## src/rtl/chs_conf_encoder_pkg.sv

```systemverilog
// ----------------------------------------------------------------------------
// chs_pkg
// Shared widths, limits and the encoder FSM state type used by the
// configuration encoder, its shift register and its testbench.
// ----------------------------------------------------------------------------
package chs_pkg;

    localparam int CONF_W    = 8;
    localparam int POWER_W   = 4;
    localparam int MAX_POWER = 8;

    typedef enum logic [1:0] {
        IDLE  = 2'd0,
        BUILD = 2'd1,
        DONE  = 2'd2
    } chs_state_e;

    // Power level actually encoded: requests above MAX_POWER saturate.
    function automatic logic [POWER_W-1:0] clamp_power(input logic [POWER_W-1:0] pw);
        return (pw > POWER_W'(MAX_POWER)) ? POWER_W'(MAX_POWER) : pw;
    endfunction

endpackage

```

## src/rtl/chs_conf_encoder_if.sv

```systemverilog
// ----------------------------------------------------------------------------
// chs_conf_encoder_if
// Request and configuration channels of the encoder.
//
// Handshake rule for both channels: a transfer happens on a rising clk edge
// where valid and ready are both 1. Request side: req_power/req_mode/req_pack
// are sampled on that edge. Configuration side: chs_conf/chs_err are held
// stable while conf_valid=1 until the transfer edge.
//
//   req_valid  m->s  request present
//   req_ready  s->m  encoder idle, can accept
//   req_power  m->s  requested number of 1 bits (4 bits)
//   req_mode   m->s  heat=1 / cool=0
//   req_pack   m->s  0 = ones at LSBs, 1 = ones at MSBs
//   conf_valid s->m  chs_conf/chs_err valid
//   conf_ready m->s  consumer accepts configuration
//   chs_conf   s->m  configuration word (8 bits)
//   chs_err    s->m  bit0 power clamped, bit1 mode mismatch
// ----------------------------------------------------------------------------
interface chs_conf_encoder_if;
    import chs_pkg::*;

    logic                 req_valid;
    logic                 req_ready;
    logic [POWER_W-1:0]   req_power;
    logic                 req_mode;
    logic                 req_pack;
    logic                 conf_valid;
    logic                 conf_ready;
    logic [CONF_W-1:0]    chs_conf;
    logic [1:0]           chs_err;

    modport slave (
        input  req_valid, req_power, req_mode, req_pack, conf_ready,
        output req_ready, conf_valid, chs_conf, chs_err
    );

    modport master (
        output req_valid, req_power, req_mode, req_pack, conf_ready,
        input  req_ready, conf_valid, chs_conf, chs_err
    );

endinterface

```

## src/rtl/chs_conf_encoder_shreg.sv

```systemverilog
// ----------------------------------------------------------------------------
// chs_conf_shreg
// 8-bit left-shifting register with synchronous clear, shift enable and
// serial input entering at the LSB. Clear has priority over shift.
//
//   clk        clock
//   rst_n      asynchronous active-low reset (register -> 0)
//   clr_i      clear to zero on next edge
//   shift_en_i shift left by one, ser_i enters bit 0
//   ser_i      serial data in
//   q_o        register contents
// ----------------------------------------------------------------------------
module chs_conf_shreg
    import chs_pkg::*;
(
    input  logic              clk,
    input  logic              rst_n,
    input  logic              clr_i,
    input  logic              shift_en_i,
    input  logic              ser_i,
    output logic [CONF_W-1:0] q_o
);

    logic [CONF_W-1:0] shreg_q;

    always_ff @(posedge clk or negedge rst_n) begin
        if (!rst_n) begin
            shreg_q <= '0;
        end else if (clr_i) begin
            shreg_q <= '0;
        end else if (shift_en_i) begin
            shreg_q <= {shreg_q[CONF_W-2:0], ser_i};
        end
    end

    assign q_o = shreg_q;

endmodule

```

## src/rtl/chs_conf_encoder.sv

```systemverilog
// ----------------------------------------------------------------------------
// chs_conf_encoder
// Accepts a power/mode/pack request, then serially builds a thermometer-coded
// configuration word over 8 cycles and presents it until the consumer takes it.
//
//   clk      clock, rising edge
//   rst_n    asynchronous active-low reset
//   bus      chs_conf_encoder_if.slave (request + configuration channels)
//   state_o  current FSM state, for observation
// ----------------------------------------------------------------------------
module chs_conf_encoder
    import chs_pkg::*;
(
    input  logic                  clk,
    input  logic                  rst_n,
    chs_conf_encoder_if.slave     bus,
    output chs_state_e            state_o
);

    chs_state_e           state_q, state_d;
    logic [2:0]           step_q, step_d;
    logic [POWER_W-1:0]   power_q, power_d;
    logic                 pack_q, pack_d;
    logic [1:0]           err_q, err_d;

    logic                 sh_clr;
    logic                 sh_en;
    logic                 sh_ser;
    logic [POWER_W-1:0]   req_p;

    assign req_p = clamp_power(bus.req_power);

    // The bit shifted in at step s ends up at position 7-s. So for LSB packing
    // the last P steps carry ones, for MSB packing the first P steps do.
    always_comb begin
        if (pack_q) begin
            sh_ser = ({1'b0, step_q} < power_q);
        end else begin
            sh_ser = ({1'b0, step_q} >= (POWER_W'(MAX_POWER) - power_q));
        end
    end

    always_comb begin
        state_d = state_q;
        step_d  = step_q;
        power_d = power_q;
        pack_d  = pack_q;
        err_d   = err_q;
        sh_clr  = 1'b0;
        sh_en   = 1'b0;
        case (state_q)
            IDLE: begin
                if (bus.req_valid) begin
                    state_d = BUILD;
                    step_d  = 3'd0;
                    power_d = req_p;
                    pack_d  = bus.req_pack;
                    err_d   = {bus.req_mode != req_p[0], bus.req_power > POWER_W'(MAX_POWER)};
                    sh_clr  = 1'b1;
                end
            end
            BUILD: begin
                sh_en = 1'b1;
                if (step_q == 3'd7) begin
                    state_d = DONE;
                    step_d  = 3'd0;
                end else begin
                    step_d = step_q + 3'd1;
                end
            end
            DONE: begin
                if (bus.conf_ready) begin
                    state_d = IDLE;
                end
            end
            default: begin
                state_d = IDLE;
            end
        endcase
    end

    always_ff @(posedge clk or negedge rst_n) begin
        if (!rst_n) begin
            state_q <= IDLE;
            step_q  <= 3'd0;
            power_q <= '0;
            pack_q  <= 1'b0;
            err_q   <= 2'b00;
        end else begin
            state_q <= state_d;
            step_q  <= step_d;
            power_q <= power_d;
            pack_q  <= pack_d;
            err_q   <= err_d;
        end
    end

    chs_conf_shreg u_shreg (
        .clk        (clk),
        .rst_n      (rst_n),
        .clr_i      (sh_clr),
        .shift_en_i (sh_en),
        .ser_i      (sh_ser),
        .q_o        (bus.chs_conf)
    );

    assign bus.req_ready  = (state_q == IDLE);
    assign bus.conf_valid = (state_q == DONE);
    assign bus.chs_err    = err_q;
    assign state_o        = state_q;

endmodule

```

## src/flat_wrapper.sv

```systemverilog
// flat-port wrapper written by rule: the top's interface ports become plain ports
module chs_conf_encoder_flat import chs_pkg::*;
  (clk, rst_n, state_o, bus_req_valid, bus_req_power, bus_req_mode, bus_req_pack, bus_conf_ready, bus_req_ready, bus_conf_valid, bus_chs_conf, bus_chs_err);
  chs_conf_encoder_if bus_i ();
  input  logic clk;
  input  logic rst_n;
  output chs_state_e state_o;
  input wire logic [$bits(bus_i.req_valid)-1:0] bus_req_valid;
  input wire logic [$bits(bus_i.req_power)-1:0] bus_req_power;
  input wire logic [$bits(bus_i.req_mode)-1:0] bus_req_mode;
  input wire logic [$bits(bus_i.req_pack)-1:0] bus_req_pack;
  input wire logic [$bits(bus_i.conf_ready)-1:0] bus_conf_ready;
  output wire logic [$bits(bus_i.req_ready)-1:0] bus_req_ready;
  output wire logic [$bits(bus_i.conf_valid)-1:0] bus_conf_valid;
  output wire logic [$bits(bus_i.chs_conf)-1:0] bus_chs_conf;
  output wire logic [$bits(bus_i.chs_err)-1:0] bus_chs_err;
  assign bus_i.req_valid = bus_req_valid;
  assign bus_i.req_power = bus_req_power;
  assign bus_i.req_mode = bus_req_mode;
  assign bus_i.req_pack = bus_req_pack;
  assign bus_i.conf_ready = bus_conf_ready;
  assign bus_req_ready = bus_i.req_ready;
  assign bus_conf_valid = bus_i.conf_valid;
  assign bus_chs_conf = bus_i.chs_conf;
  assign bus_chs_err = bus_i.chs_err;
  chs_conf_encoder u_core (.clk(clk), .rst_n(rst_n), .bus(bus_i), .state_o(state_o));
endmodule
```

## config.mk

```make
export PLATFORM = sky130hd
export DESIGN_NAME = chs_conf_encoder_flat
export DESIGN_NICKNAME = d
export VERILOG_FILES = /design/src/rtl/chs_conf_encoder_pkg.sv /design/src/rtl/chs_conf_encoder_if.sv /design/src/rtl/chs_conf_encoder_shreg.sv /design/src/rtl/chs_conf_encoder.sv /design/src/flat_wrapper.sv
export SDC_FILE = /design/constraint.sdc
export NUM_CORES = 1
export LEC_CHECK = 0
export CORE_ASPECT_RATIO = 1.4
export CORE_MARGIN = 3
export CORE_UTILIZATION = 30
export DETAILED_ROUTE_END_ITERATION = 8
export SYNTH_ARGS = -nofsm -noshare
export SYNTH_HDL_FRONTEND = slang
export SYNTH_SLANG_ARGS = --single-unit
```

## constraint.sdc

```tcl
create_clock -name clk -period 2.2 [get_ports clk]
set_input_delay 0.66 -clock clk [delete_from_list [all_inputs] [get_ports clk]]
set_output_delay 0.66 -clock clk [all_outputs]
set_load 0.03 [all_outputs]
```

==> results of run 1 <==
power by group through the flow:
stage / clock (µW) / combinational (µW) / sequential, µW
floorplan: 0 / 551 / 795
global placement: 0 / 982 / 660
detailed placement: 0 / 1030 / 670
CTS: 240 / 1030 / 664
global route: 253 / 1120 / 688
finish: 225 / 1010 / 662
metal layers:
metal	wire length, µm	GRT usage (%)	up-vias
li1	-	-	399
met5	0	0	-
met2	1137	18.82	8
met1	874	12.09	379
met4	15	5.135	0
met3	46	2.058	2
how the worst min path moves through the flow:
stage / start / end / depth (start not counted)
CTS: u_core.bus.chs_err[1]$_DFFE_PN0P_ / u_core.bus.chs_err[1]$_DFFE_PN0P_ / 2
global route: u_core.bus.chs_err[0]$_DFFE_PN0P_ / u_core.bus.chs_err[0]$_DFFE_PN0P_ / 2
floorplan: rst_n / u_core.bus.chs_err[0]$_DFFE_PN0P_ / 0
global placement: u_core.bus.chs_err[0]$_DFFE_PN0P_ / u_core.bus.chs_err[0]$_DFFE_PN0P_ / 2
detailed placement: u_core.bus.chs_err[1]$_DFFE_PN0P_ / u_core.bus.chs_err[1]$_DFFE_PN0P_ / 2
finish: u_core.bus.chs_err[1]$_DFFE_PN0P_ / u_core.bus.chs_err[1]$_DFFE_PN0P_ / 2
sequential cells by signal, summed over array words and instances, names as in the netlist:
signal,count
u_core.u_shreg.q_o,8
u_core.step_q,3
u_core.power_q,4
u_core.state_o,2
u_core.pack_q,1
u_core.bus.chs_err,2
synth_stat cells:
| cell type | count | area [µm²] |
|---|---|---|
| nor2_2 | 1 | 6.260 |
| xor2_1 | 2 | 17.52 |
| a21oi_1 | 1 | 5.000 |
| xnor2_1 | 1 | 8.760 |
| nor3_1 | 1 | 5.000 |
| nand3_1 | 10 | 50.05 |
| o21ai_0 | 5 | 25.02 |
| nor2b_1 | 4 | 25.02 |
| nand2_1 | 23 | 86.33 |
| dfrtp_1 | 20 | 500.5 |
| nand2b_1 | 4 | 25.02 |
| inv_1 | 6 | 22.52 |
| o21bai_1 | 1 | 7.510 |
| nand3b_1 | 1 | 7.510 |
| buf_6 | 1 | 11.26 |
| nor3_2 | 1 | 10.01 |
| o31ai_1 | 2 | 15.01 |
| a211o_1 | 1 | 8.760 |
| nor2_1 | 1 | 3.750 |
| mux2_2 | 2 | 22.52 |
| mux2_1 | 1 | 11.26 |
| ha_1 | 8 | 100.1 |
| buf_2 | 3 | 15.01 |
| a22o_1 | 1 | 8.760 |
| o311a_1 | 1 | 10.01 |
| a2111oi_2 | 1 | 15.01 |
stage by stage:
stage               utilization (%)  power [µW]  worst slack, ns
floorplan                         -        1346           0.4406
global placement              40.80        1642           0.2681
detailed placement            40.80        1698           0.2409
CTS                           42.06        1937          0.02222
global route                  42.14        2065           0.1172
finish                        42.14        1898           0.1611
kinds of logic (layout without fill, tap and decap cells):
kind of cell	count (synthesis)	after routing	synth area share [%]
AOI/OAI and AO/OA	13	13	9.290
DFF	20	20	48.90
buffers and inverters	10	35	4.767
xor gates and xnor gates	3	3	2.568
muxes	3	3	3.300
and+or+nand+nor	46	46	21.39
adders and majority gates	8	8	9.780
what timing repair did:
item | in CTS | in global routing
pin swaps | 0 | 0
cloned | 0 | 0
endpoints found under the setup margin | 1 | 1
resized for setup | 1 | 1
hold buffers | 0 | 0
placed cells by master (no fill, tap or decap), types with 2 or more instances in the layout:
cell type,n
nand2_1,23
clkdlybuf4s50_1,21
dfrtp_1,20
nand3_1,10
ha_1,8
inv_1,6
o21ai_0,5
nor2b_1,4
nand2b_1,4
clkbuf_8,3
buf_4,3
xor2_1,2
o31ai_1,2
mux2_2,2
cell type report:
| cell class | instances | area [µm²] |
|---|---|---|
| timing repair buffer | 26 | 254.0 |
| clock buffer | 3 | 41.29 |
| sequential | 20 | 500.5 |
| inverter | 6 | 22.52 |
| fill | 343 | 1842 |
| multi-input combinational | 73 | 474.2 |
| tap | 39 | 48.80 |
==> impl_metrics.tcl, run 1 <==
set metrics [dict create \
    clock-sinks 20 \
    outcome "finished clean" \
    fmax_mhz 490.5 \
    powerDensity_nw_per_um2 1415 \
    slowest_delay_ns 0.70 \
    placed_area_um2 1299 \
    synth.avg_cell_area_um2 9.937 \
    rr_endpoint "u_core.u_shreg.q_o[0]$_DFFE_PN0P_" \
    worstRegToRegCells 7 \
    clk_latency_ns 0.25 \
    setup_violations 0 \
    place_inst 164 \
    path_depth 1 \
    endpoint_kind "primary output" \
    layout.cells.non_filler 167 \
    drt_iter0_drc 16 \
    reg2reg_slack_ns 0.42 \
    rsz0062_at_grt "no" \
    drtAntennaViolNets 0 \
    final_layout_size_suffix_gt1_share_pct 8.594 \
    final_nets 148 \
    fin_tns_setup_ns 0 \
    critPathMaxFanout 6 \
    cts_tree "done" \
    route.detailed.drc 0 \
    cts_root_buf "clkbuf_8" \
    post_cts_buffers 0 \
    num_io_pins 24 \
    start_util_pct 32.15 \
    routed_wl_um 2073 \
    cts.reportedPaths.clkPinSlew_ns 0.07 \
    firstDrtPassIters 4 \
    required_ns 1.54 \
    syn_nets 121 \
    hp-class "flop to flop" \
    path_buf_inv 1 \
    ys_types 26 \
    swShare_pct 43.00 \
    r2r-start "u_core.power_q[0]$_DFFE_PN0P_" \
    netSwitchingPower_uw 816.0 \
    clockBufferDepth 2 \
    grt_max_degree 21 \
    crit_path_start "u_core.state_o[0]$_DFFE_PN0P_" \
    grt_pass1_vias 804 \
    vias 788 \
    die_x_um 55.37 \
    ys_ff_latch 20 \
    cp_top_family "buffers and inverters" \
    p_clk_share_pct 11.8 \
    skew_ns 0.002846 \
    crit_end "state_o[0]" \
    rows 24 \
    vdd_ir_drop_max_mv 0.5807 \
    yosys_warnings 0 \
    crit_chain "clkdlybuf4s50_1" \
    cp_slowest_cell "clkdlybuf4s50_1" \
    design_area_um2 1341 \
    slew_headroom_pct 49.09 \
    slew_violations 0 \
    die_y_um 75.11 \
    area_growth_pct 31.05 \
    antenna_found_initial 0 \
    netlist_area_um2 1023 \
    max_cap_violations 0 \
    track_usage_pct 10.51 \
    start_kind "flop" \
    critical_path_class "flop to primary output" \
    grt_pass1_wl_um 3484 \
    hold_violations 0 \
    wl_per_cell_um 12.41 \
    place_hpwl_um 1642 \
    die_area_um2 4158 \
    seqPwrFrac_pct 34.9 \
    power_frac_comb_pct 53.3 \
    diodes 0 \
    p_int_uw 1082 \
    leakagePower_uw 0.0006479 \
    cts_made_buffers 3 \
    htree_levels 1 \
    fin_crit_sh_pct 92.68 \
    worst_pin_slew_ns 0.7620 \
    holdWs_ns 0.4928 \
    port_buffers 23 \
    core-area_um2 3183 \
    overflow 0 \
    finalWeightedCongestion 0.7554 \
    yosysSeqAreaShare_pct 48.90 \
    min_period_ns 2.039 \
    netlist_instances 103 \
    detail_route.vias_per_cell 4.719 \
    worstPathArrival_ns 1.38 \
]
(Power assumes the default switching activity.)
==> inputs of run 2 (changes only) <==
- SETUP_SLACK_MARGIN: unset -> 0.4
==> run 2 against run 1 <==
Compared with the run above:
- core utilization up 0.94 points
- first-iteration DRC count down 6.3%
- sequential share of layout area down 0.82 points
- final area up 2.2%
- worst setup slack better by 0.28 ns
==> impl_metrics.tcl, run 2 (synthesized netlist as in run 1, its figures left out) <==
set metrics [dict create \
    outcome "finished clean" \
    die_area_um2 4158 \
    die_x_um 55.37 \
    num_io_pins 24 \
    wl_per_cell_um 12.89 \
    skew_ns 0.002809 \
    overflow 0 \
    min_period_ns 1.757 \
    critPathMaxFanout 6 \
    setup_ws_ns 0.4429 \
    core-area_um2 3183 \
    grt_pass1_wl_um 3484 \
    cts_tree "done" \
    detail_route.vias_per_cell 4.671 \
    endpoint_kind "primary output" \
    pre_cts_ws_ns 0.2409 \
    start_util_pct 32.15 \
    die_y_um 75.11 \
    slew_violations 0 \
    finalWeightedCongestion 0.7554 \
    area_growth_pct 33.99 \
    fin_crit_sh_pct 79.87 \
    r2r-start "u_core.power_q[1]$_DFFE_PN0P_" \
    vdd_ir_drop_max_mv 0.6131 \
    final_cell_mix "23 x nand2_1, 20 x dfrtp_1, 12 x dlygate4sd2_1" \
    place_inst 164 \
    seqCellArea_um2 500.5 \
    vias 794 \
    multiInputGateArea_um2 508.0 \
    worstHoldStart "u_core.bus.chs_err[1]$_DFFE_PN0P_" \
    rr_endpoint "u_core.u_shreg.q_o[0]$_DFFE_PN0P_" \
    max_cap_violations 0 \
    final_nets 151 \
    drtAntennaViolNets 0 \
    cts_root_buf "clkbuf_8" \
    slowest_delay_ns 0.43 \
    setup_violations 0 \
    hold_end "u_core.bus.chs_err[1]$_DFFE_PN0P_" \
    place_hpwl_um 1642 \
    rsz0062_at_grt "yes" \
    fin_tns_setup_ns 0 \
    worst_pin_slew_ns 0.7493 \
    grt_max_degree 21 \
    cts_made_buffers 3 \
    met2_length_um 1229 \
    placed_area_um2 1299 \
    highest_layer "met4" \
    min_path_cells 2 \
    clk_latency_ns 0.25 \
    htree_levels 1 \
    final_layout_size_suffix_gt1_share_pct 15.27 \
    wl_met1_um 896 \
    hold_violations 0 \
    required_ns 1.54 \
    firstDrtPassIters 4 \
    layout.cells.non_filler 170 \
    worstRegToRegCells 7 \
    design_area_um2 1371 \
    diodes 0 \
    cp_slowest_cell "dlygate4sd2_1" \
    port_buffers 23 \
    rows 24 \
    clock-sinks 20 \
    fmax_mhz 569.1 \
    fillerInstances 341 \
    slew_headroom_pct 49.95 \
    postCtsHoldBufs 0 \
    hp-class "flop to flop" \
    final_common_cell "nand2_1" \
    path_buf_inv 1 \
    routed_wl_um 2192 \
    clockBufferDepth 2 \
    cp_top_family "buffers and inverters" \
    powerDensity_nw_per_um2 1435 \
    reg2reg_slack_ns 0.46 \
    route.detailed.drc 0 \
    cts.reportedPaths.clkPinSlew_ns 0.07 \
    wl_met3_um 50 \
    critical_path_class "flop to primary output" \
    grt_pass1_vias 804 \
    start_kind "flop" \
    track_usage_pct 10.51 \
    holdWs_ns 0.4894 \
    antenna_found_initial 0 \
    worstPathArrival_ns 1.10 \
    leakagePower_uw 0.0006881 \
    drt_iter0_drc 15 \
    crit_chain "dlygate4sd2_1" \
    largest_reg_flops 8 \
]
[run 2: per-layer routing]
layer,vias to the layer above,GRT usage (%)
met2,11,18.82
met1,377,12.09
met3,2,2.058
met4,0,5.135
met5,-,0
li1,404,-
[run 2: power breakdown]
part	switching (µW)	internal [µW]	total (µW)
Clock	104	121	225
Sequential	137	520	657
Combinational	640	446	1090
[run 2: how the worst max path moves through the flow]
| stage | from | end | slack (ns) | cells past startpoint |
|---|---|---|---|---|
| floorplan | u_core.state_o[1]$_DFFE_PN0P_ | bus_conf_valid | 0.44 | 1 |
| global placement | bus_req_valid | u_core.u_shreg.q_o[6]$_DFFE_PN0P_ | 0.27 | 5 |
| detailed placement | u_core.state_o[1]$_DFFE_PN0P_ | bus_conf_valid | 0.24 | 2 |
| CTS | u_core.state_o[1]$_DFFE_PN0P_ | bus_conf_valid | 0.25 | 2 |
| global route | u_core.state_o[1]$_DFFE_PN0P_ | bus_conf_valid | 0.36 | 2 |
| finish | u_core.state_o[0]$_DFFE_PN0P_ | state_o[0] | 0.44 | 1 |
[run 2: cell type report]
| type | count | share of cell area [%] |
|---|---|---|
| Clock buffer | 3 | 3.011 |
| Inverter | 6 | 1.642 |
| Multi-Input combinational cell | 73 | 37.04 |
| Sequential cell | 20 | 36.50 |
| Tap cell | 39 | 3.558 |
| Timing Repair Buffer | 29 | 18.25 |
[run 2: through the flow]
step           utilization [%]  power [µW]
2_1_floorplan                -        1346
3_3_place_gp             40.80        1642
3_5_place_dp             40.80        1698
4_1_cts                  41.59        1876
5_1_grt                  43.08        2140
6_report                 43.08        1967
[run 2: what timing repair did]
item                       in CTS  in global routing
setup endpoints to repair      14                  3
gates resized for setup        17                  9
pin swaps                       0                  5
buffers inserted                0                  3
